## src/rtl/vga_scanout_if.sv

```systemverilog
// Pixel-buffer read port between the scanout engine and its frame memory.
// The scanout drives the word address; the memory returns the word one clock later.
interface vga_scanout_if;
    logic [15:0] RADDR_VGA;
    logic [15:0] DATA_OUT_VGA;

    modport master (
        output RADDR_VGA,
        input  DATA_OUT_VGA
    );

    modport slave (
        input  RADDR_VGA,
        output DATA_OUT_VGA
    );
endinterface

```

## src/rtl/vga_scanout.sv

```systemverilog
// VGA raster generator: 25 MHz pixel tick from a 50 MHz clock, double-buffered
// 16-row pixel band reads (two pixels per word) and registered RGB/sync outputs.
module vga_scanout #(
    parameter logic [15:0] BUF1_START = 16'h0000,
    parameter logic [15:0] BUF2_START = 16'h1400,
    parameter int          H_ACTIVE   = 640,
    parameter int          H_FP       = 16,
    parameter int          H_SYNC     = 96,
    parameter int          H_BP       = 48,
    parameter int          V_ACTIVE   = 480,
    parameter int          V_FP       = 10,
    parameter int          V_SYNC     = 2,
    parameter int          V_BP       = 33
) (
    input  logic                CLK50MHz,
    input  logic                RST,
    vga_scanout_if.master       mem_bus,
    output logic [10:0]         XCoord,
    output logic [10:0]         YCoord,
    output logic                HSYNC,
    output logic                VSYNC,
    output logic [2:0]          RED,
    output logic [2:0]          GREEN,
    output logic [1:0]          BLUE
);

    localparam logic [10:0] H_ACT   = 11'(H_ACTIVE);
    localparam logic [10:0] H_LAST  = 11'(H_ACTIVE + H_FP + H_SYNC + H_BP - 1);
    localparam logic [10:0] HS_BEG  = 11'(H_ACTIVE + H_FP);
    localparam logic [10:0] HS_END  = 11'(H_ACTIVE + H_FP + H_SYNC);
    localparam logic [10:0] V_ACT   = 11'(V_ACTIVE);
    localparam logic [10:0] V_LAST  = 11'(V_ACTIVE + V_FP + V_SYNC + V_BP - 1);
    localparam logic [10:0] VS_BEG  = 11'(V_ACTIVE + V_FP);
    localparam logic [10:0] VS_END  = 11'(V_ACTIVE + V_FP + V_SYNC);
    // Each buffer holds a 16-line band; line stride in pixels is fixed at 640.
    localparam logic [15:0] ROW_STRIDE = 16'd640;

    logic        pix_en_q,     pix_en_d;
    logic [10:0] x_q,          x_d;
    logic [10:0] y_q,          y_d;
    logic [15:0] raddr_q,      raddr_d;
    logic [15:0] word_q,       word_d;
    logic        rd_pend_q,    rd_pend_d;
    logic        pend_act_q,   pend_act_d;
    logic        pend_odd_q,   pend_odd_d;
    logic        pend_hs_q,    pend_hs_d;
    logic        pend_vs_q,    pend_vs_d;
    logic [7:0]  rgb_q,        rgb_d;
    logic        hsync_q,      hsync_d;
    logic        vsync_q,      vsync_d;

    logic        in_active;
    logic        in_hsync;
    logic        in_vsync;
    logic [15:0] rd_base;
    logic [15:0] rd_offset;

    assign in_active = (x_q < H_ACT) && (y_q < V_ACT);
    assign in_hsync  = (x_q >= HS_BEG) && (x_q < HS_END);
    assign in_vsync  = (y_q >= VS_BEG) && (y_q < VS_END);
    // The band being shown alternates every 16 lines; the renderer owns the other one.
    assign rd_base   = y_q[4] ? BUF2_START : BUF1_START;
    assign rd_offset = (({12'd0, y_q[3:0]} * ROW_STRIDE) + {5'd0, x_q}) >> 1;

    always_comb begin
        pix_en_d   = ~pix_en_q;
        x_d        = x_q;
        y_d        = y_q;
        raddr_d    = raddr_q;
        word_d     = word_q;
        rd_pend_d  = rd_pend_q;
        pend_act_d = pend_act_q;
        pend_odd_d = pend_odd_q;
        pend_hs_d  = pend_hs_q;
        pend_vs_d  = pend_vs_q;
        rgb_d      = rgb_q;
        hsync_d    = hsync_q;
        vsync_d    = vsync_q;

        if (pix_en_q) begin
            if (x_q == H_LAST) begin
                x_d = 11'd0;
                y_d = (y_q == V_LAST) ? 11'd0 : y_q + 11'd1;
            end else begin
                x_d = x_q + 11'd1;
            end

            if (in_active && !x_q[0]) begin
                raddr_d   = rd_base + rd_offset;
                rd_pend_d = 1'b1;
            end

            // Decisions for this position are staged and shown on the next tick,
            // once the word fetched for it has landed.
            pend_act_d = in_active;
            pend_odd_d = x_q[0];
            pend_hs_d  = in_hsync;
            pend_vs_d  = in_vsync;

            if (pend_act_q) begin
                rgb_d = pend_odd_q ? word_q[7:0] : word_q[15:8];
            end else begin
                rgb_d = 8'd0;
            end
            hsync_d = ~pend_hs_q;
            vsync_d = ~pend_vs_q;
        end else if (rd_pend_q) begin
            word_d    = mem_bus.DATA_OUT_VGA;
            rd_pend_d = 1'b0;
        end
    end

    always_ff @(posedge CLK50MHz) begin
        if (RST) begin
            pix_en_q   <= 1'b0;
            x_q        <= 11'd0;
            y_q        <= 11'd0;
            raddr_q    <= BUF1_START;
            word_q     <= 16'd0;
            rd_pend_q  <= 1'b0;
            pend_act_q <= 1'b0;
            pend_odd_q <= 1'b0;
            pend_hs_q  <= 1'b0;
            pend_vs_q  <= 1'b0;
            rgb_q      <= 8'd0;
            hsync_q    <= 1'b1;
            vsync_q    <= 1'b1;
        end else begin
            pix_en_q   <= pix_en_d;
            x_q        <= x_d;
            y_q        <= y_d;
            raddr_q    <= raddr_d;
            word_q     <= word_d;
            rd_pend_q  <= rd_pend_d;
            pend_act_q <= pend_act_d;
            pend_odd_q <= pend_odd_d;
            pend_hs_q  <= pend_hs_d;
            pend_vs_q  <= pend_vs_d;
            rgb_q      <= rgb_d;
            hsync_q    <= hsync_d;
            vsync_q    <= vsync_d;
        end
    end

    assign mem_bus.RADDR_VGA = raddr_q;
    assign XCoord = x_q;
    assign YCoord = y_q;
    assign HSYNC  = hsync_q;
    assign VSYNC  = vsync_q;
    assign RED    = rgb_q[7:5];
    assign GREEN  = rgb_q[4:2];
    assign BLUE   = rgb_q[1:0];

endmodule
```

## src/flat_wrapper.sv

```systemverilog
// flat-port wrapper written by rule: the top's interface ports become plain ports
module vga_scanout_flat 
#(
    parameter logic [15:0] BUF1_START = 16'h0000,
    parameter logic [15:0] BUF2_START = 16'h1400,
    parameter int          H_ACTIVE   = 640,
    parameter int          H_FP       = 16,
    parameter int          H_SYNC     = 96,
    parameter int          H_BP       = 48,
    parameter int          V_ACTIVE   = 480,
    parameter int          V_FP       = 10,
    parameter int          V_SYNC     = 2,
    parameter int          V_BP       = 33
)
  (CLK50MHz, RST, XCoord, YCoord, HSYNC, VSYNC, RED, GREEN, BLUE, mem_bus_RADDR_VGA, mem_bus_DATA_OUT_VGA);
  vga_scanout_if mem_bus_i ();
  input  logic CLK50MHz;
  input  logic RST;
  output logic [10:0] XCoord;
  output logic [10:0] YCoord;
  output logic HSYNC;
  output logic VSYNC;
  output logic [2:0] RED;
  output logic [2:0] GREEN;
  output logic [1:0] BLUE;
  output wire logic [$bits(mem_bus_i.RADDR_VGA)-1:0] mem_bus_RADDR_VGA;
  input wire logic [$bits(mem_bus_i.DATA_OUT_VGA)-1:0] mem_bus_DATA_OUT_VGA;
  assign mem_bus_RADDR_VGA = mem_bus_i.RADDR_VGA;
  assign mem_bus_i.DATA_OUT_VGA = mem_bus_DATA_OUT_VGA;
  vga_scanout #(.BUF1_START(BUF1_START), .BUF2_START(BUF2_START), .H_ACTIVE(H_ACTIVE), .H_FP(H_FP), .H_SYNC(H_SYNC), .H_BP(H_BP), .V_ACTIVE(V_ACTIVE), .V_FP(V_FP), .V_SYNC(V_SYNC), .V_BP(V_BP)) u_core (.CLK50MHz(CLK50MHz), .RST(RST), .mem_bus(mem_bus_i), .XCoord(XCoord), .YCoord(YCoord), .HSYNC(HSYNC), .VSYNC(VSYNC), .RED(RED), .GREEN(GREEN), .BLUE(BLUE));
endmodule
```

## config.mk

```make
export PLATFORM = sky130hd
export DESIGN_NAME = vga_scanout_flat
export DESIGN_NICKNAME = d
export VERILOG_FILES = /design/src/rtl/vga_scanout_if.sv /design/src/rtl/vga_scanout.sv /design/src/flat_wrapper.sv
export SDC_FILE = /design/constraint.sdc
export NUM_CORES = 1
export LEC_CHECK = 0
export CAP_MARGIN = 20
export CORE_MARGIN = 10
export CORE_UTILIZATION = 40
export CTS_CLUSTER_DIAMETER = 50
export CTS_CLUSTER_SIZE = 16
export DETAILED_ROUTE_END_ITERATION = 8
export HOLD_SLACK_MARGIN = 0.03
export PLACE_DENSITY_LB_ADDON = 0.15
export SLEW_MARGIN = 20
export SYNTH_ARGS = -nofsm -noshare
export SYNTH_HDL_FRONTEND = slang
export SYNTH_SLANG_ARGS = --single-unit
```

## constraint.sdc

```tcl
create_clock -name CLK50MHz -period 4.6 [get_ports CLK50MHz]
set_input_delay 0.46 -clock CLK50MHz [delete_from_list [all_inputs] [get_ports CLK50MHz]]
set_output_delay 0.46 -clock CLK50MHz [all_outputs]
set_load 0.01 [all_outputs]
```

-- After elaboration in Yosys (flattened, before gate mapping)
Cells that the tools add are included.
- input bits: 18
- register bits: 70
- word-level logic and storage cells: 43
- muxes and demuxes: 5
- multiply operators: 1
- bitwise operators: 3
- reductions and logical operators: 9
- add/sub/neg operators: 4
- equal/unequal tests: 2
- magnitude comparators: 6
- operator list (operator ; count):
    $add 11x1->11 const B ; 2
    $eq 11x10->1 const B ; 2
    $lt 11x10->1 const B ; 2
    $lt 11x9->1 const B ; 2
    $mux 11 ; 2
    $add 16x15->16 ; 1
    $mux 8 ; 2
    $add 14x11->15 ; 1
    $mux 13 ; 1
    $ge 11x10->1 const B ; 1
    $ge 11x9->1 const B ; 1
    $mul 4x3->7 const B ; 1
    $reduce_and 2->1 ; 3
    $logic_and 1x1->1 ; 4
    $not 1->1 ; 3
    $reduce_or 2->1 ; 1
    $logic_not 1->1 ; 1

-- Logic depth before layout (Yosys ltp)
- word-level depth: 4
- gate-level depth with buffers: 12

-- Worst setup path after synthesis
OpenSTA, ideal clock, no wires.
- path kind: reg-to-reg
- start point: register u_core.y_q[1] (netlist: u_core.YCoord[1])
- end point: register u_core.raddr_q[14] (netlist: u_core.mem_bus.RADDR_VGA[14])
- path buffers: 0
- arrival time: 3.290 ns
- clock period less this slack: 3.360 ns
- setup slack: 1.240 ns
- stages on the path, launching flop included: 11
- cells stage by stage: dfxtp_1 ha_1 ha_1 inv_1 fa_1 or4_1 a31o_2 ha_1 a21oi_1 or4b_1 a21oi_1
- longest elaborated chain between the ends: 4
- elaborated cells between the ends (all ways): 7
- those cells by class: 2 x add/sub; 1 x mul; 1 x order compare; 3 x reduce/logical
- RTL lines (item ; line ; source):
    start: declaration ; vga_scanout.sv:40 ; logic [10:0] y_q, y_d;
    start signal: assignment ; vga_scanout.sv:131 ; y_q <= y_d;
    branches (longest 4 deep; another with $add 16x15->16) ; - ;
    end signal: assignment ; vga_scanout.sv:132 ; raddr_q <= raddr_d;
    end: declaration ; vga_scanout.sv:41 ; logic [15:0] raddr_q, raddr_d;
Several ways; the timed one is not identified.
A chain may end at the register's enable or synchronous reset.

-- Worst setup path after layout
Same ends and word-level chain as after synthesis.

==> Implementation_results.wiki <==
{| class="wikitable"
! Metric !! Value
|-
| DR vias/cell || 5.24
|-
| Final Skew || 0.00816 ns
|-
| Starting utilization of the core area || 0.412
|-
| Tot GR Track Use || 0.135
|-
| Number of maximum-capacitance constraint violations || 0
|-
| Register cell area after layout || 1380 um^2
|-
| Run status || finished clean
|-
| Number of port buffers || 64
|-
| Sequential cell fraction of total power || 0.489
|-
| Residual antenna-violating net count after detailed routing || 0
|-
| Primary flip-flop cell chosen by synthesis mapping || dfxtp_1
|-
| Number of hold-repair buffers added at the cts stage || 0
|-
| Required time of the critical path || 4.88 ns
|-
| Pins Over Slew Limit || 0
|-
| Post-synth EDFFs || 0
|-
| Worst ir drop on vdd || 0.000197 V
|-
| Headroom to the max-slew limit || 0.470
|-
| Buffer levels on the longest clock path || 2
|-
| #FFs+latches synth || 69
|-
| Count of filler cells inserted in the layout || 788
|-
| Routed length per placed instance || 15.6 um
|-
| Final cell area excluding filler cells || 4250 um^2
|-
| Core region area || 8220 um^2
|-
| RSZ-0062 raised after global routing || no
|-
| Crit path arrival time || 3.88 ns
|-
| Post-synth design cell area || 3380 um^2
|-
| Final TNS setup || 0 ns
|-
| Switch share || 0.243
|-
| Global-route wire length before repair || 14,200 um
|-
| Global-route congestion overflow total || 0
|-
| Cts bufs inserted || 9
|-
| Combinational group share of total power || 0.057
|-
| Die Footprint || 12,500 um^2
|-
| Clock tree from TritonCTS || built
|-
| CTS sink cnt || 69
|-
| Net Count, Synth || 413
|-
| Diodes inserted || 0
|-
| Minimum setup slack in the final design || 1.01 ns
|-
| Share of total power in the clock network || 0.455
|-
| Setup-violating endpoint count in the final report || 0
|-
| Fin nets || 464
|-
| Chip Height || 112 um
|-
| Clock-pin slew on the worst setup and hold paths || 0.08 ns
|-
| Post-synthesis cell count || 378
|-
| Cell-internal power || 957 uW
|-
| Critical path capture point type || flop
|-
| Sequential element share of the synthesized area || 0.408
|-
| Pin count of the biggest net entering global routing || 35
|-
| Post-synthesis area per instance || 8.95 um^2
|-
| Vias after detailed routing || 2,826
|-
| Measured slew at the worst slew-check pin || 0.793 ns
|-
| Post-detailed-route DRC marker count || 0
|-
| Initial DRC count || 93
|-
| Buffers inserted by post-CTS timing repair || 0
|-
| Final weighted congestion in routability-driven placement || 0.771
|-
| Synth cell types || 58
|-
| Multi-input gate area || 1830 um^2
|-
| Hold Path Class || reg2reg
|-
| Time the worst path needs with I/O delays and setup || 3.59 ns
|-
| Clk root buf || clkbuf_8
|-
| Antenna violations before repair || 0
|-
| Final worst path period share || 0.781
|-
| Final routed wirelength across all metal layers || 8420 um
|-
| Crit path kind || reg2reg
|-
| Worst hold slack after final layout || 0.454 ns
|-
| Length of the first detailed-routing pass in iterations || 4
|-
| Area added between synthesis and finish || 25.5%
|-
| Post-CTS resize count || 0
|-
| Yosys Warn Count || 0
|-
| Cell leakage power || 1.54 nW
|-
| H-tree lvl count || 3
|-
| P per Cell Area || 298 nW/um^2
|-
| Total half-perimeter wirelength after legalization and detailed placement || 6060 um
|-
| Vias in the first global route || 2,821
|-
| Final hold vios || 0
|-
| Crit path max fanout || 12
|-
| Proportion of synthesized flip-flops having asynchronous set or reset || 0
|-
| Total number of placement rows || 33
|-
| Startpoint type of the worst setup path || flop
|-
| Switching power || 307 uW
|-
| Top-level port count || 66
|-
| Fraction of layout cells with a size suffix above 1 || 0.0691
|-
| Top achievable clock speed || 278 MHz
|-
| Horiz. Die Dim || 112 um
|-
| Placed Instance Area || 4020 um^2
|-
| Final design utilization || 0.517
|-
| Pre-CTS setup slack || 1.03 ns
|-
| Clock network latency to the later pin of the worst-skew pair || 0.35 ns
|}
[cell type report]
type | count | area share
Clock inverter | 7 | 0.0244
Clock buffer | 9 | 0.0292
Multi-Input combinational cell | 275 | 0.430
Tap cell | 105 | 0.0309
Inverter | 9 | 0.00795
Sequential cell | 69 | 0.325
Timing Repair Buffer | 65 | 0.153
[cells by family after synthesis]
| family | Yosys count | synth area share |
|---|---|---|
| buffers and inverters | 34 | 0.0532 |
| other | 1 | 0.00111 |
| AND/OR/NAND/NOR | 148 | 0.237 |
| AO/OA/AOI/OAI | 69 | 0.121 |
| multiplexers | 23 | 0.0684 |
| XOR/XNOR | 17 | 0.0440 |
| flip-flops | 69 | 0.408 |
| adder cells (fa/ha/maj) | 17 | 0.0673 |
[critical path, cell delays in order, from the launching register on]
cell     delay [ns]
dfxtp_1        0.60
ha_1           0.32
ha_1           0.22
inv_1          0.07
fa_1           0.51
or4_1          0.54
a31o_2         0.26
ha_1           0.32
a21oi_1        0.07
or4b_1         0.47
a21oi_1        0.14
[state kept, by name (all words and copies together) (netlist names)]
name and flops:
u_core.word_q 16, u_core.mem_bus.RADDR_VGA 15, u_core.XCoord 11, u_core.YCoord 11, u_core.rgb_q 8, u_core.HSYNC 1, u_core.VSYNC 1, u_core.pend_act_q 1
u_core.pend_hs_q 1, u_core.pend_odd_q 1, u_core.pend_vs_q 1, u_core.pix_en_q 1, u_core.rd_pend_q 1
[placed cells by master, fill, tap and decap left out, drive strengths merged, types with 10 or more instances in the layout]
cell,n
mux2i,22
nand4,12
clkdlybuf4s50,64
nor2,31
o21ai,19
nand3,10
a21oi,33
ha,15
nand2,56
dfxtp,69
inv,14
[Yosys cell counts (all sizes together) (2+ instances only)]
cell,instances,area (um^2)
clkbuf,11,51.3
mux2i,22,220
nor2b,5,31.3
or3,5,32.5
inv,9,33.8
or4,6,48.8
nand2,56,210
and4,3,26.3
xnor2,8,70.1
a21oi,33,165
nor2,31,116
xor2,9,78.8
dfxtp,69,1380
ha,15,188
nand3,10,62.6
o21ai,19,106
nand2b,3,18.8
fa,2,40.0
o31ai,6,50.1
nor4bb,2,20.0
buf,14,95.1
nand4,12,105
nor4,3,18.8
nor3,3,20.0
[path summary, 6_finish.rpt]
kind                                                   from                                         to  slack [ns]  depth (start not counted)
setup / recovery              u_core.YCoord[1]$_SDFFE_PP0P_  u_core.mem_bus.RADDR_VGA[14]$_SDFFE_PP0P_        1.01                         10
hold / removal    u_core.mem_bus.RADDR_VGA[14]$_SDFFE_PP0P_  u_core.mem_bus.RADDR_VGA[14]$_SDFFE_PP0P_        0.45                          2
setup reg to reg              u_core.YCoord[1]$_SDFFE_PP0P_  u_core.mem_bus.RADDR_VGA[14]$_SDFFE_PP0P_        1.01                         10
hold reg to reg   u_core.mem_bus.RADDR_VGA[14]$_SDFFE_PP0P_  u_core.mem_bus.RADDR_VGA[14]$_SDFFE_PP0P_        0.45                          2
[layer usage]
layer,global-route usage,vias to the layer above,share of wire
li1,-,1427,-
met1,0.161,1334,0.43
met2,0.223,57,0.48
met3,0.0515,8,0.075
met4,0.0381,0,0.011
met5,0,-,0
[metrics by stage]
stage | power (mW) | std cells
3_3_place_gp | 0.704 | 523
3_5_place_dp | 0.705 | 523
2_1_floorplan | 0.674 | 378
4_1_cts | 1.28 | 539
5_1_grt | 1.31 | 539
6_report | 1.26 | 539
[power groups by stage]
stage          Sequential [mW]  Combinational, mW  Clock (mW)
3_5_place_dp             0.632             0.0728           0
5_1_grt                  0.620             0.0801       0.611
3_3_place_gp             0.632             0.0722           0
2_1_floorplan            0.627             0.0469           0
6_report                 0.618             0.0716       0.575
4_1_cts                  0.618             0.0730       0.590
(Power assumes the default switching activity.)
==> RTL edit (same settings) <==
`V_ACTIVE` is set to 480 in 2 places; all go to 240.
--- a/src/rtl/vga_scanout.sv
+++ b/src/rtl/vga_scanout.sv
@@ -7,7 +7,7 @@
     parameter int          H_FP       = 16,
     parameter int          H_SYNC     = 96,
     parameter int          H_BP       = 48,
-    parameter int          V_ACTIVE   = 480,
+    parameter int          V_ACTIVE   = 240,
     parameter int          V_FP       = 10,
     parameter int          V_SYNC     = 2,
     parameter int          V_BP       = 33
--- a/src/flat_wrapper.sv
+++ b/src/flat_wrapper.sv
@@ -7,7 +7,7 @@
     parameter int          H_FP       = 16,
     parameter int          H_SYNC     = 96,
     parameter int          H_BP       = 48,
-    parameter int          V_ACTIVE   = 480,
+    parameter int          V_ACTIVE   = 240,
     parameter int          V_FP       = 10,
     parameter int          V_SYNC     = 2,
     parameter int          V_BP       = 33
Behaviour: no difference found for any inputs over 10 cycles, from zero or initial values and one cycle with RST high; that may be too few to reach the edited logic, so the function may still have changed.
==> RTL edit against the unedited design <==
  * Clock power about the same
  * Sequential cell count unchanged
  * Design area decreased by 1.2%
  * Area after synthesis decreased by 2.6%
  * Power increased by 1.8%
  * Wire length decreased by 3.0%
  * Worst setup slack improved by 110 ps
==> RTL edit: results (changes against the unedited design) <==
stage	metric	value	unit	change
finish	drive_above_1_share	5.59	%	-1.3 points
sta	period_share	75.6	%	-2.5 points
drt	first_iter_violations	112		+20%
power_and_ir_drop	ir_drop	141	uV	-28%
clock_network	path_clk_slew	90	ps	
setup_path	worst-r2r-setup-slack	1120	ps	+110 ps
outcome	status	completed		
setup_path	path_delay_family	adder cells		
finish	largest_reg_flops	16		unchanged
sta	hold_violations	0		unchanged
placement	pre_cts_slack	1110	ps	+79.3 ps
clock_network	cts-htree-levels	3		unchanged
finish	layout.nets	459		-1.1%
yosys	ys.flop_type	dfxtp_1		
sta	tightestPinTransition	738	ps	-54.6 ps
yosys	ys_seq_area_share	41.9	%	+1.1 points
setup_path	crit_path_max_fanout	10		-2
global_route	grt_antenna_before_repair	0		unchanged
global_route	grtUsageTotal	13.2	%	-0.37 points
worst_hold_path	hp-class	flip-flop to flip-flop		
drt	dr.pass1.iters	4		unchanged
clock_network	cts_buffers	9		unchanged
yosys	ys.warnings.count	0		unchanged
power_and_ir_drop	leakage	1.58	nW	+2.6%
setup_path	crit_path_max_incr_delay	540	ps	-60 ps
clock_network	cts_root_buf	clkbuf_8		
sta	worst_clock_skew	9.11	ps	+0.947 ps
global_route	grt_pass1_wl	13.6	mm	-3.9%
placement	io_buffers	64		unchanged
placement	hpwl	5.82	mm	-3.9%
drt	avgRoutedWirePerCell	15.3	um	-2.1%
placement	gp_congestion	0.765		-0.82%
finish	fill_cells	742		-5.8%
yosys	synth_commonest_cells	69 x dfxtp_1, 50 x nand2_1, 33 x a21oi_1		
yosys	synthArstFlopShare	0	%	unchanged
clock_network	postCtsSetupBuffers	0		unchanged
finish	antenna_cells	0		unchanged
clock_network	cts_resized	0		unchanged
global_route	grt_pass1_vias	2622		-7.1%
global_route	grt_max_degree	22		-37%
drt	via_per_inst	5.13		-2.2%
clock_network	clockBufferDepth	2		unchanged
finish	regMostFlops	u_core.word_q		
setup_path	arrival	3760	ps	-120 ps
yosys	ys_top_cells_by_area	dfxtp_1 42%, mux2i_1 6.7%, ha_1 5.7%		
setup_path	crit_slowest_cell	or4_1		
yosys	synth_cell_types	50		-14%
power_and_ir_drop	p_int	0.966	mW	+0.90%
clock_network	clock_latency	350	ps	about the same
yosys	syn-num-nets	405		-1.9%
-- RTL edit: path summary, 6_finish.rpt --
path	cells past startpoint	start	to
max reg2reg	10	u_core.YCoord[3]$_SDFFE_PP0P_	u_core.mem_bus.RADDR_VGA[14]$_SDFFE_PP0P_
min	2	u_core.rgb_q[0]$_SDFFE_PP0P_	u_core.rgb_q[0]$_SDFFE_PP0P_
min reg2reg	2	u_core.rgb_q[0]$_SDFFE_PP0P_	u_core.rgb_q[0]$_SDFFE_PP0P_
max	10	u_core.YCoord[3]$_SDFFE_PP0P_	u_core.mem_bus.RADDR_VGA[14]$_SDFFE_PP0P_
-- RTL edit: cell type report --
| cell class | instances | area (um^2) | share of cell area, % |
|---|---|---|---|
| tap | 105 | 131 | 3.13 |
| timing repair buffer | 66 | 656 | 15.6 |
| inverter | 9 | 33.8 | 0.805 |
| clock buffer | 9 | 124 | 2.95 |
| multi-input combinational | 269 | 1770 | 42.1 |
| sequential | 69 | 1380 | 32.9 |
| clock inverter | 7 | 103 | 2.44 |
-- RTL edit: kinds of logic after synthesis --
kind of cell | after synthesis | synth area share (%)
flip-flops | 69 | 41.9
multiplexers | 22 | 6.68
other | 1 | 0.114
AO/OA/AOI/OAI | 68 | 12.1
XOR/XNOR | 17 | 4.52
AND/OR/NAND/NOR | 144 | 23.2
adder cells (fa/ha/maj) | 17 | 6.91
buffers and inverters | 32 | 4.55
-- RTL edit: stage by stage --
step	std cells	power, mW	hold slack (ps)	area [um^2]
detailed placement	518	0.727	442	3970
global route	534	1.34	482	4200
global placement	518	0.726	433	3970
CTS	534	1.30	460	4190
floorplan	370	0.690	436	3300
finish	534	1.29	456	4200
-- RTL edit: worst register-to-register path: stages, from the launching register on --
cell     delay [ps]
dfxtp_1         530
ha_1            310
ha_1            210
inv_1            70
fa_1            520
or4_1           540
a31o_2          260
ha_1            310
a21oi_1          70
or4b_1          460
a21oi_1         140
-- RTL edit: per-layer routing --
metal	GRT usage, %	vias up	wire [um]
li1	-	1400	-
met1	16.4	1277	3850
met2	20.1	55	3690
met3	5.57	5	559
met4	3.91	0	65
met5	0	-	0
-- RTL edit: power by group through the flow --
stage	combinational, mW	clock [mW]	sequential [mW]
6_report	0.0877	0.576	0.624
5_1_grt	0.0967	0.614	0.627
4_1_cts	0.0892	0.591	0.624
3_5_place_dp	0.0890	0	0.638
3_3_place_gp	0.0883	0	0.637
2_1_floorplan	0.0586	0	0.631
